===== config.mk =====
export PLATFORM = sky130hd
export DESIGN_NAME = uart_tx
export DESIGN_NICKNAME = d
export VERILOG_FILES = /design/src/rtl/uart_tx.sv
export SDC_FILE = /design/constraint.sdc
export NUM_CORES = 1
export LEC_CHECK = 0
export ABC_CLOCK_PERIOD_IN_PS = 3700
export CAP_MARGIN = 10
export CORE_MARGIN = 10
export CORE_UTILIZATION = 50
export DETAILED_ROUTE_END_ITERATION = 7
export DONT_BUFFER_PORTS = 1
export GPL_ROUTABILITY_DRIVEN = 0
export PLACE_DENSITY = 0.71
export REMOVE_ABC_BUFFERS = 1
export SYNTH_ARGS = -nofsm -noshare
export SYNTH_HDL_FRONTEND = slang
export SYNTH_SLANG_ARGS = --single-unit

===== constraint.sdc =====
create_clock -name clk_in -period 3.7 [get_ports clk_in]
set_clock_uncertainty 0.15 [all_clocks]
set_input_delay 0.74 -clock clk_in [delete_from_list [all_inputs] [get_ports clk_in]]
set_output_delay 0.74 -clock clk_in [all_outputs]
set_load 0.02 [all_outputs]

===== src/rtl/uart_tx.sv =====
// Buffered 8N1 UART transmitter: small byte FIFO feeding a start/data/stop serialiser.
// Latency: a byte written into an idle, empty transmitter starts its start bit one edge later.
// Backpressure: full is high while the FIFO holds its maximum count; writes made while full are dropped.
module uart_tx #(
  parameter int CLOCK_DIVIDER   = 61,
  parameter int FIFO_DEPTH_LOG2 = 2
) (
  input  logic       clk_in,
  input  logic       reset,
  input  logic [7:0] data_in,
  input  logic       write,
  output logic       full,
  output logic       empty,
  output logic       busy,
  output logic       tx
);

  localparam int DEPTH = 1 << FIFO_DEPTH_LOG2;
  localparam logic [15:0] BAUD_LAST = 16'(CLOCK_DIVIDER - 1);
  localparam logic [FIFO_DEPTH_LOG2:0] CNT_FULL = {1'b1, {FIFO_DEPTH_LOG2{1'b0}}};
  localparam logic [FIFO_DEPTH_LOG2:0] CNT_ONE  = {{FIFO_DEPTH_LOG2{1'b0}}, 1'b1};
  localparam logic [FIFO_DEPTH_LOG2-1:0] PTR_ONE = {{(FIFO_DEPTH_LOG2-1){1'b0}}, 1'b1};

  typedef enum logic [1:0] {
    S_IDLE  = 2'd0,
    S_START = 2'd1,
    S_DATA  = 2'd2,
    S_STOP  = 2'd3
  } state_t;

  logic [7:0]                 r_mem [DEPTH];
  logic [FIFO_DEPTH_LOG2-1:0] r_wr_ptr;
  logic [FIFO_DEPTH_LOG2-1:0] r_rd_ptr;
  logic [FIFO_DEPTH_LOG2:0]   r_count;
  logic [FIFO_DEPTH_LOG2:0]   w_count_nxt;
  logic                       r_full;
  logic                       r_empty;
  logic                       r_busy;

  state_t      r_state;
  state_t      w_state_nxt;
  logic [15:0] r_baud;
  logic [15:0] w_baud_nxt;
  logic [2:0]  r_bit;
  logic [2:0]  w_bit_nxt;
  logic [7:0]  r_shift;
  logic [7:0]  w_shift_nxt;
  logic        r_tx;
  logic        w_tx_nxt;

  logic        w_push;
  logic        w_pop;
  logic        w_bit_end;

  // Full/empty come from the registered count, so a same-cycle pop never frees room for a write.
  assign w_push    = write && !r_full;
  assign w_bit_end = (r_baud == BAUD_LAST);

  assign full  = r_full;
  assign empty = r_empty;
  assign busy  = r_busy;
  assign tx    = r_tx;

  // Occupancy after this edge; push and pop together leave it unchanged.
  always_comb begin
    w_count_nxt = r_count;
    case ({w_push, w_pop})
      2'b10:   w_count_nxt = r_count + CNT_ONE;
      2'b01:   w_count_nxt = r_count - CNT_ONE;
      default: w_count_nxt = r_count;
    endcase
  end

  // FIFO storage; no reset needed since validity is tracked by the count.
  always_ff @(posedge clk_in) begin
    if (w_push && !reset) begin
      r_mem[r_wr_ptr] <= data_in;
    end
  end

  // FIFO pointers, count and the registered status flags.
  always_ff @(posedge clk_in) begin
    if (reset) begin
      r_wr_ptr <= '0;
      r_rd_ptr <= '0;
      r_count  <= '0;
      r_full   <= 1'b0;
      r_empty  <= 1'b1;
      r_busy   <= 1'b0;
    end else begin
      if (w_push) r_wr_ptr <= r_wr_ptr + PTR_ONE;
      if (w_pop)  r_rd_ptr <= r_rd_ptr + PTR_ONE;
      r_count <= w_count_nxt;
      r_full  <= (w_count_nxt == CNT_FULL);
      r_empty <= (w_count_nxt == '0);
      r_busy  <= (w_state_nxt != S_IDLE) || (w_count_nxt != '0);
    end
  end

  // Serialiser state register and datapath registers.
  always_ff @(posedge clk_in) begin
    if (reset) begin
      r_state <= S_IDLE;
      r_baud  <= '0;
      r_bit   <= '0;
      r_shift <= '0;
      r_tx    <= 1'b1;
    end else begin
      r_state <= w_state_nxt;
      r_baud  <= w_baud_nxt;
      r_bit   <= w_bit_nxt;
      r_shift <= w_shift_nxt;
      r_tx    <= w_tx_nxt;
    end
  end

  // Next-state logic: each bit lasts CLOCK_DIVIDER cycles; STOP chains straight into START when data waits.
  always_comb begin
    w_state_nxt = r_state;
    w_baud_nxt  = r_baud;
    w_bit_nxt   = r_bit;
    w_shift_nxt = r_shift;
    w_tx_nxt    = r_tx;
    w_pop       = 1'b0;
    case (r_state)
      S_IDLE: begin
        if (!r_empty) begin
          w_pop       = 1'b1;
          w_shift_nxt = r_mem[r_rd_ptr];
          w_tx_nxt    = 1'b0;
          w_baud_nxt  = '0;
          w_state_nxt = S_START;
        end
      end
      S_START: begin
        if (w_bit_end) begin
          w_baud_nxt  = '0;
          w_bit_nxt   = '0;
          w_tx_nxt    = r_shift[0];
          w_state_nxt = S_DATA;
        end else begin
          w_baud_nxt = r_baud + 16'd1;
        end
      end
      S_DATA: begin
        if (w_bit_end) begin
          w_baud_nxt = '0;
          if (r_bit == 3'd7) begin
            w_tx_nxt    = 1'b1;
            w_state_nxt = S_STOP;
          end else begin
            w_shift_nxt = {1'b0, r_shift[7:1]};
            w_bit_nxt   = r_bit + 3'd1;
            w_tx_nxt    = r_shift[1];
          end
        end else begin
          w_baud_nxt = r_baud + 16'd1;
        end
      end
      S_STOP: begin
        if (w_bit_end) begin
          w_baud_nxt = '0;
          if (!r_empty) begin
            w_pop       = 1'b1;
            w_shift_nxt = r_mem[r_rd_ptr];
            w_tx_nxt    = 1'b0;
            w_state_nxt = S_START;
          end else begin
            w_state_nxt = S_IDLE;
          end
        end else begin
          w_baud_nxt = r_baud + 16'd1;
        end
      end
      default: begin
        w_state_nxt = S_IDLE;
        w_tx_nxt    = 1'b1;
      end
    endcase
  end

endmodule


==> results.toml <==
[outcome]
status = "complete, no violations"

[global_routing]
grt_pass1_wl_um = 10400
grt_util_all_layers_pct = 12.5
grt_pass1_vias = 2132
antenna_found_initial = 0
grt_max_degree = 36
grt-ovfl-total = 0

[floorplan]
die_width_um = 103
die_area_mm2 = 0.0107
coreArea_mm2 = 0.00676
start_util_pct = 51.4
ioPinCount = 15
die_h_um = 103
rows = 30

[logic_synthesis]
yosys_warnings = 0
async_flop_share_pct = 0
synthTopCellsByArea = "edfxtp_1, dfxtp_1, mux4_2"
syn_inst = 310
netlist.area_leader.share_pct = 27.7
synth_top_area_cell = "edfxtp_1"
synth_seq_area_share_pct = 51.9
ys_seq_elements = 74
synth_flop_cell = "dfxtp_1"
synth_area_per_cell_um2 = 11.2
synthesis.area_mm2 = 0.00347
synth_edf_count = 32
synth_cell_type_count = 52

[cells_and_area]
nets = 333
num_antenna_cells = 0
syn2layout_area_growth_pct = 7.07
layout-drive-gt1-share_pct = 12.8

[clocking]
cts_resized = 0
clock_path_buffers = 2
htree_levels = 3
cts.sinks = 74
clk_pin_slew_ns = 0.08
cts_setup_buffers = 0
cts_tree = "yes"
worst_skew_pair.late_latency_ns = 0.35
cts_hold_buf = 0
numCtsBuffers = 9
cts-root-buf = "clkbuf_8"

[worst_setup_path]
crit_type = "flip-flop to flip-flop"
cp.required_ns = 3.83
worstPathMaxFanout = 6
cp.arrival_ns = 3.47
critPathLaunchType = "flip-flop"
crit_path_end_kind = "flip-flop"

[routing]
first_pass_iters = 4
wl_per_cell_um = 15.9
wirelength_um = 6250
viasPerCell = 5.83
vias = 2287
drt_iter0_drc = 107
drt.antenna.violating_nets = 0
drc = 0

[pwr]
power_density_mw_per_mm2 = 628
p_leak_nw = 1.32
ir_drop_v = 0.000338

[timing]
slew_headroom_pct = 46.5
setup_viol = 0
tightest_slew_ns = 0.800
layout_min_cycle_time_ns = 3.34
max_freq_ghz = 0.300
hold_violations = 0
grt_setup_unrepaired = "no"
setup_tns_ns = 0
post-route-period-util_pct = 90.2
drv_slew = 0
hold_ws_ns = 0.304

[job]
cap_violations = 0

[placed_design]
post-dp-hpwl_um = 4210
portBuffers = 0

[min_path]
hold_path_class = "input port to flip-flop"
[kinds of logic after synthesis]
kind of cell | count (synthesis) | synth area share [%]
AND/OR/NAND/NOR | 104 | 16.3
flip-flops | 74 | 51.9
AO/OA/AOI/OAI | 62 | 11.4
multiplexers | 27 | 11.0
buffers and inverters | 25 | 2.99
adder cells (fa/ha/maj) | 15 | 5.63
XOR/XNOR | 3 | 0.757
[path summary, 6_finish.rpt]
| check | from | endpoint | slack, ns | cells past startpoint |
|---|---|---|---|---|
| min | reset | flip-flop | 0.30 | 1 |
| max | r_baud[0]$_SDFFE_PP0P_ | busy$_SDFF_PP0_ | 0.36 | 13 |
| min reg2reg | r_shift[0]$_SDFFE_PP0P_ | r_shift[0]$_SDFFE_PP0P_ | 0.32 | 2 |
| max reg2reg | r_baud[0]$_SDFFE_PP0P_ | busy$_SDFF_PP0_ | 0.36 | 13 |
[cell type report]
| type | count | area, µm² |
|---|---|---|
| clock inverters | 7 | 83.8 |
| fillers | 577 | 3040 |
| multi-input cells | 211 | 1560 |
| flip-flops and latches | 74 | 1800 |
| inverters | 11 | 41.3 |
| clock buffers | 9 | 124 |
| well taps | 80 | 100 |
[synthesized netlist by cell type, types with 3 or more instances]
cell type  count
dfxtp_1       42
nand2_1       33
edfxtp_1      32
nor2_1        24
a21oi_1       19
o21ai_0       16
ha_1          14
inv_1         11
mux2i_1       11
clkbuf_1       9
mux2_2         8
mux4_2         8
a311oi_1       6
nand3_1        6
a31oi_1        5
and3_1         5
nor2b_1        5
nor3_1         5
or3_1          5
a22o_1         3
nand3b_1       3
[routing by layer]
metal	vias to the layer above	routed length [µm]	global-route usage (%)	part of all wire (%)
li1	1141	-	-	-
met1	1084	2900	16.3	46
met2	55	2850	18.7	46
met3	7	420	4.65	6.7
met4	0	76	4.17	1.2
met5	-	0	0	0
[registers in the layout, indices dropped and copies added, names as in the netlist, named ones only]
| register | cells |
|---|---|
| r_mem | 32 |
| r_baud | 16 |
| r_shift | 8 |
| r_bit | 3 |
| r_count | 3 |
| r_rd_ptr | 2 |
| r_state | 2 |
| r_wr_ptr | 2 |
| busy | 1 |
| empty | 1 |
| full | 1 |
| tx | 1 |
[layout by cell type, fill, tap and decap left out, types with 6 or more instances in the layout]
cell       n
dfxtp_1   42
ha_1      14
a311oi_1   6
o21ai_0   16
a21oi_1   19
nor2_1    24
clkbuf_8   9
mux2_2     8
inv_1     11
nand2_1   33
edfxtp_1  32
nand3_1    6
mux2i_1   11
mux4_2     8
[through the flow]
| stage | power (mW) | std cells | area (µm²) | util (%) | setup WS [ns] |
|---|---|---|---|---|---|
| global placement | 1.67 | 376 | 3510 | 51.9 | 0.547 |
| global route | 2.47 | 392 | 3710 | 55.0 | 0.160 |
| finish | 2.33 | 392 | 3710 | 55.0 | 0.361 |
| floorplan | 1.55 | 296 | 3410 | - | 0.736 |
| CTS | 2.34 | 392 | 3710 | 55.0 | 0.379 |
| detailed placement | 1.69 | 376 | 3510 | 51.9 | 0.421 |
[where the power goes]
part | switching [mW] | internal (mW) | total, mW
Combinational | 0.319 | 0.267 | 0.586
Sequential | 0.131 | 0.958 | 1.09
Clock | 0.332 | 0.324 | 0.657
[worst max-delay path, cell delays in order, from the launching register on]
cell	delay, ns
dfxtp_1	0.43
inv_1	0.07
ha_1	0.20
nor3b_2	0.18
and4_2	0.28
a21oi_1	0.33
nor3_1	0.10
ha_1	0.25
fa_1	0.40
xnor2_1	0.14
or3_1	0.30
a21oi_1	0.22
a21oi_1	0.09
a31oi_1	0.15
Power figures use the tool's default switching activity.
==> RTL change 1, RTL diff (same flow settings) <==
Change the parameter `CLOCK_DIVIDER` from 61 to 30.
--- a/src/rtl/uart_tx.sv
+++ b/src/rtl/uart_tx.sv
@@ -3,5 +3,5 @@
 // Backpressure: full is high while the FIFO holds its maximum count; writes made while full are dropped.
 module uart_tx #(
-  parameter int CLOCK_DIVIDER   = 61,
+  parameter int CLOCK_DIVIDER   = 30,
   parameter int FIFO_DEPTH_LOG2 = 2
 ) (
Behaviour: no difference found for any inputs over 10 cycles, from zero or initial values and one cycle with reset high; that may be too few to reach the edited logic, so the function may still have changed.
==> RTL change 1 against the original RTL <==
  * Highest routed layer unchanged
  * Total power rose by 3.8%
  * Cell area grew 1.4%
  * Synthesized cell count down 0.97%
  * Sequential cell count unchanged
  * Worst setup slack better by 0.26 ns
  * Synthesized area up 1.9%
  * Sequential share of layout area decreased by 0.66 points
  * Worst hold slack got worse by 0.0052 ns
  * Wire length is 0.22% higher
  * Critical path type unchanged
  * Critical endpoint unchanged
==> RTL change 1: results (changes against the original RTL) <==
Finish
  • Nets: 328 (-1.5%)
  • Layout cells sized above 1: 12.4% (-0.44 points)
  • Non-filler instance count after layout: 403 (+2.8%)
  • Fillers: 588 (+1.9%)

Yosys
  • Compound-Gate Fraction of Synth Area: 14.4% (+3.0 points)
  • Multiplexer area fraction after synthesis: 8.28% (-2.7 points)
  • Seq/Total Area, Yosys: 50.9% (-0.99 points)
  • Adder-cell share of the synthesized area: 5.52% (-0.11 points)

Placed design
  • Final HPWL DP: 4210 um (+0.23%)
  • Placed cell count: 387 (+2.9%)

Global route
  • Gr usage total: 12.1% (-0.41 points)
  • Vias in the first global route: 2,210 (+3.7%)

Pwr
  • Leak pwr: 1.25 nW (-5.2%)
  • Worst VDD drop: 0.000292 V (-14%)

Worst setup path
  • R2R Path Start: r_baud[6]
  • CP max stage cell: or4_1
  • Flop-to-flop setup slack: 0.62 ns (+0.26 ns)
  • Critical Path AT: 3.16 ns (-0.31 ns)
  • CP peak stage delay: 0.61 ns (+0.18 ns)
  • Worst-path maximum fanout: 5 (-1)

Hold path
  • HP Class: in2reg
  • HP Start: reset

STA
  • Worst-Margin Slew: 0.762 ns (-0.0376 ns)

Status
  • Outcome: complete, no violations

Clocking
  • Maximum clock insertion buffer count: 2 (unchanged)

Drt
  • Vias post-DR: 2,282 (-0.22%)
  • Total wire length: 6260 um (+0.22%)
[RTL change 1: area by class of cell]
class / instances / area [um^2] / share of cell area, %
clock buffers: 9 / 124 / 3.29
clock inverters: 7 / 83.8 / 2.23
inverters: 14 / 52.6 / 1.40
multi-input cells: 200 / 1560 / 41.5
flip-flops and latches: 74 / 1800 / 47.8
well taps: 96 / 120 / 3.19
repair buffers: 3 / 22.5 / 0.598
[RTL change 1: path summary, 6_finish.rpt]
path                                 end  depth (start not counted)
worst max-delay path                busy                          9
worst min register to register  r_bit[2]                          2
worst min-delay path            r_bit[2]                          1
worst max register to register      busy                          9
[RTL change 1: where the power goes]
group	internal (mW)	switching, mW
Sequential	0.970	0.133
Combinational	0.295	0.366
Clock	0.324	0.332
[RTL change 1: per-stage QoR]
| stage | hold slack [ns] | instance area [um^2] | setup WS [ns] | total power [mW] | utilization [%] |
|---|---|---|---|---|---|
| 2_1_floorplan | 0.283 | 3420 | 0.507 | 1.62 | - |
| 3_3_place_gp | 0.302 | 3560 | 0.731 | 1.77 | 52.1 |
| 3_5_place_dp | 0.309 | 3560 | 0.647 | 1.78 | 52.1 |
| 4_1_cts | 0.277 | 3770 | 0.600 | 2.44 | 55.1 |
| 5_1_grt | 0.255 | 3770 | 0.415 | 2.58 | 55.1 |
| 6_report | 0.299 | 3770 | 0.617 | 2.42 | 55.1 |
[RTL change 1: layer usage]
metal / share of wire [%] / global-route usage, % / vias to the layer above / wire (um)
li1: - / - / 1148 / -
met1: 48 / 14.4 / 1096 / 2990
met2: 46 / 18.6 / 32 / 2870
met3: 5.4 / 5.82 / 6 / 335
met4: 0.97 / 4.08 / 0 / 61
met5: 0 / 0 / - / 0
==> RTL change 2, RTL diff (same settings) <==
Without the edit above. `r_shift` no longer has a reset.
--- a/src/rtl/uart_tx.sv
+++ b/src/rtl/uart_tx.sv
@@ -104,5 +104,4 @@
       r_baud  <= '0;
       r_bit   <= '0;
-      r_shift <= '0;
       r_tx    <= 1'b1;
     end else begin
@@ -110,7 +109,10 @@
       r_baud  <= w_baud_nxt;
       r_bit   <= w_bit_nxt;
-      r_shift <= w_shift_nxt;
       r_tx    <= w_tx_nxt;
     end
+  end
+
+  always_ff @(posedge clk_in) begin
+    r_shift <= w_shift_nxt;
   end
 
Behaviour: same outputs for any inputs over 10 cycles, from zero or initial values and one cycle with reset high; that may be too few to reach the edited logic, so the function may still have changed.
==> RTL change 2 against the original RTL <==
  * Cell area down 1.8%
  * Wire length fell by 6.1%
  * Count of clock-buffer cells in the layout is the same
  * Synthesized area shrank 2.3%
  * Utilization rose by 1.5 points
  * Total power rose by 12%
  * Sequential cell count stayed put
  * Worst setup slack improved by 0.040 ns
==> RTL change 2: results (changes against the original RTL) <==
Finish
  • Nets: 307 (-7.8%)
  • Multi-input gates: 181 (-14%)
  • Plain + repair buffers: 3 (+3)
  • Fillers: 532 (-7.8%)
  • Final non-clock buffer share: 0.617% (+0.62 points)
  • Layout cells sized above 1: 13.6% (+0.82 points)
  • Area of the multi-input gates: 1390 um^2 (-11%)
  • Final instance area: 3650 um^2 (-1.8%)
  • Fraction of area in registers: 51.6% (+3.1 points)
  • Inverters: 12 (+1)

Yosys
  • Unique masters post-synth: 51 (-1.9%)
  • XOR/XNOR share of the synthesized area: 1.03% (+0.28 points)
  • Top cells by area, synth: edfxtp_1, dfxtp_1, mux4_2
  • Seq/Total Area, Yosys: 55.5% (+3.6 points)
  • Most frequent cells after synthesis: edfxtp_1, dfxtp_1, nor2_1
  • Compound-Gate Fraction of Synth Area: 12.9% (+1.5 points)
  • Adder-cell share of the synthesized area: 5.76% (+0.14 points)
  • Top FF cell, synth: edfxtp_1
  • Post-synth EDFFs: 40 (+25%)

Drt
  • DR iter-0 viols: 163 (+52%)
  • Vias post-DR: 2,138 (-6.5%)

Worst setup path
  • Worst r2r path cells: 11 (-2)
  • CP peak stage delay: 0.45 ns (+0.02 ns)
  • CP max stage cell: fa_1
  • Flop-to-flop setup slack: 0.40 ns (+0.04 ns)

Global route
  • GR Util met1: 15.3% (-1.0 points)
  • Met2 usage: 19.0% (+0.34 points)
  • Vias in the first global route: 2,131 (-0.047%)
  • GR Layer Usage met3: 3.85% (-0.81 points)
  • Gr usage total: 12.2% (-0.26 points)

STA
  • Worst-Margin Slew: 0.550 ns (-0.249 ns)

Pwr
  • Worst VDD drop: 0.000391 V (+16%)
  • Leak pwr: 1.29 nW (-2.4%)

Placed design
  • Final HPWL DP: 3990 um (-5.0%)

Status
  • Outcome: complete, no violations
[RTL change 2: cell count changes in the layout (fill, tap and decap cells not counted), sizes merged, moves of 5 or more]
cell,unedited run,this run
dfxtp,42,34
a22o,4,10
mux2i,11,2
and2,1,6
nand2,33,21
mux2,8,3
a21oi,19,13
o21ai,16,7
edfxtp,32,40
[RTL change 2: worst max-delay path by stage]
stage,depth (start not counted),endpoint,slack [ns],from
floorplan,11,busy,0.60,r_baud[0]
global placement,11,busy,0.43,r_baud[0]
detailed placement,11,busy,0.28,r_baud[0]
CTS,11,busy,0.26,r_baud[0]
global route,11,busy,0.17,r_baud[0]
finish,11,busy,0.40,r_baud[0]
[RTL change 2: what timing repair did]
item,CTS,global route
buffers inserted,0,0
gates resized for setup,0,1
endpoints found under the setup margin,0,1
[RTL change 2: routing by layer]
layer	routed length (um)	vias up	share of wire [%]
met3	384	6	6.5
li1	-	1067	-
met2	2730	49	47
met5	0	-	0
met4	76	0	1.3
met1	2680	1016	46
[RTL change 2: stage by stage]
stage | power (mW) | std cells | worst slack [ns] | hold slack, ns | utilization [%]
finish | 2.62 | 363 | 0.402 | 0.301 | 56.5
global route | 2.81 | 363 | 0.167 | 0.291 | 56.5
CTS | 2.64 | 363 | 0.265 | 0.291 | 56.4
detailed placement | 1.99 | 347 | 0.278 | 0.315 | 53.2
global placement | 1.97 | 347 | 0.432 | 0.312 | 53.2
floorplan | 1.77 | 267 | 0.599 | 0.290 | -
[RTL change 2: report_power, final]
part | switching (mW) | internal [mW] | total [mW]
Sequential | 0.117 | 1.03 | 1.15
Clock | 0.329 | 0.323 | 0.652
Combinational | 0.470 | 0.351 | 0.821
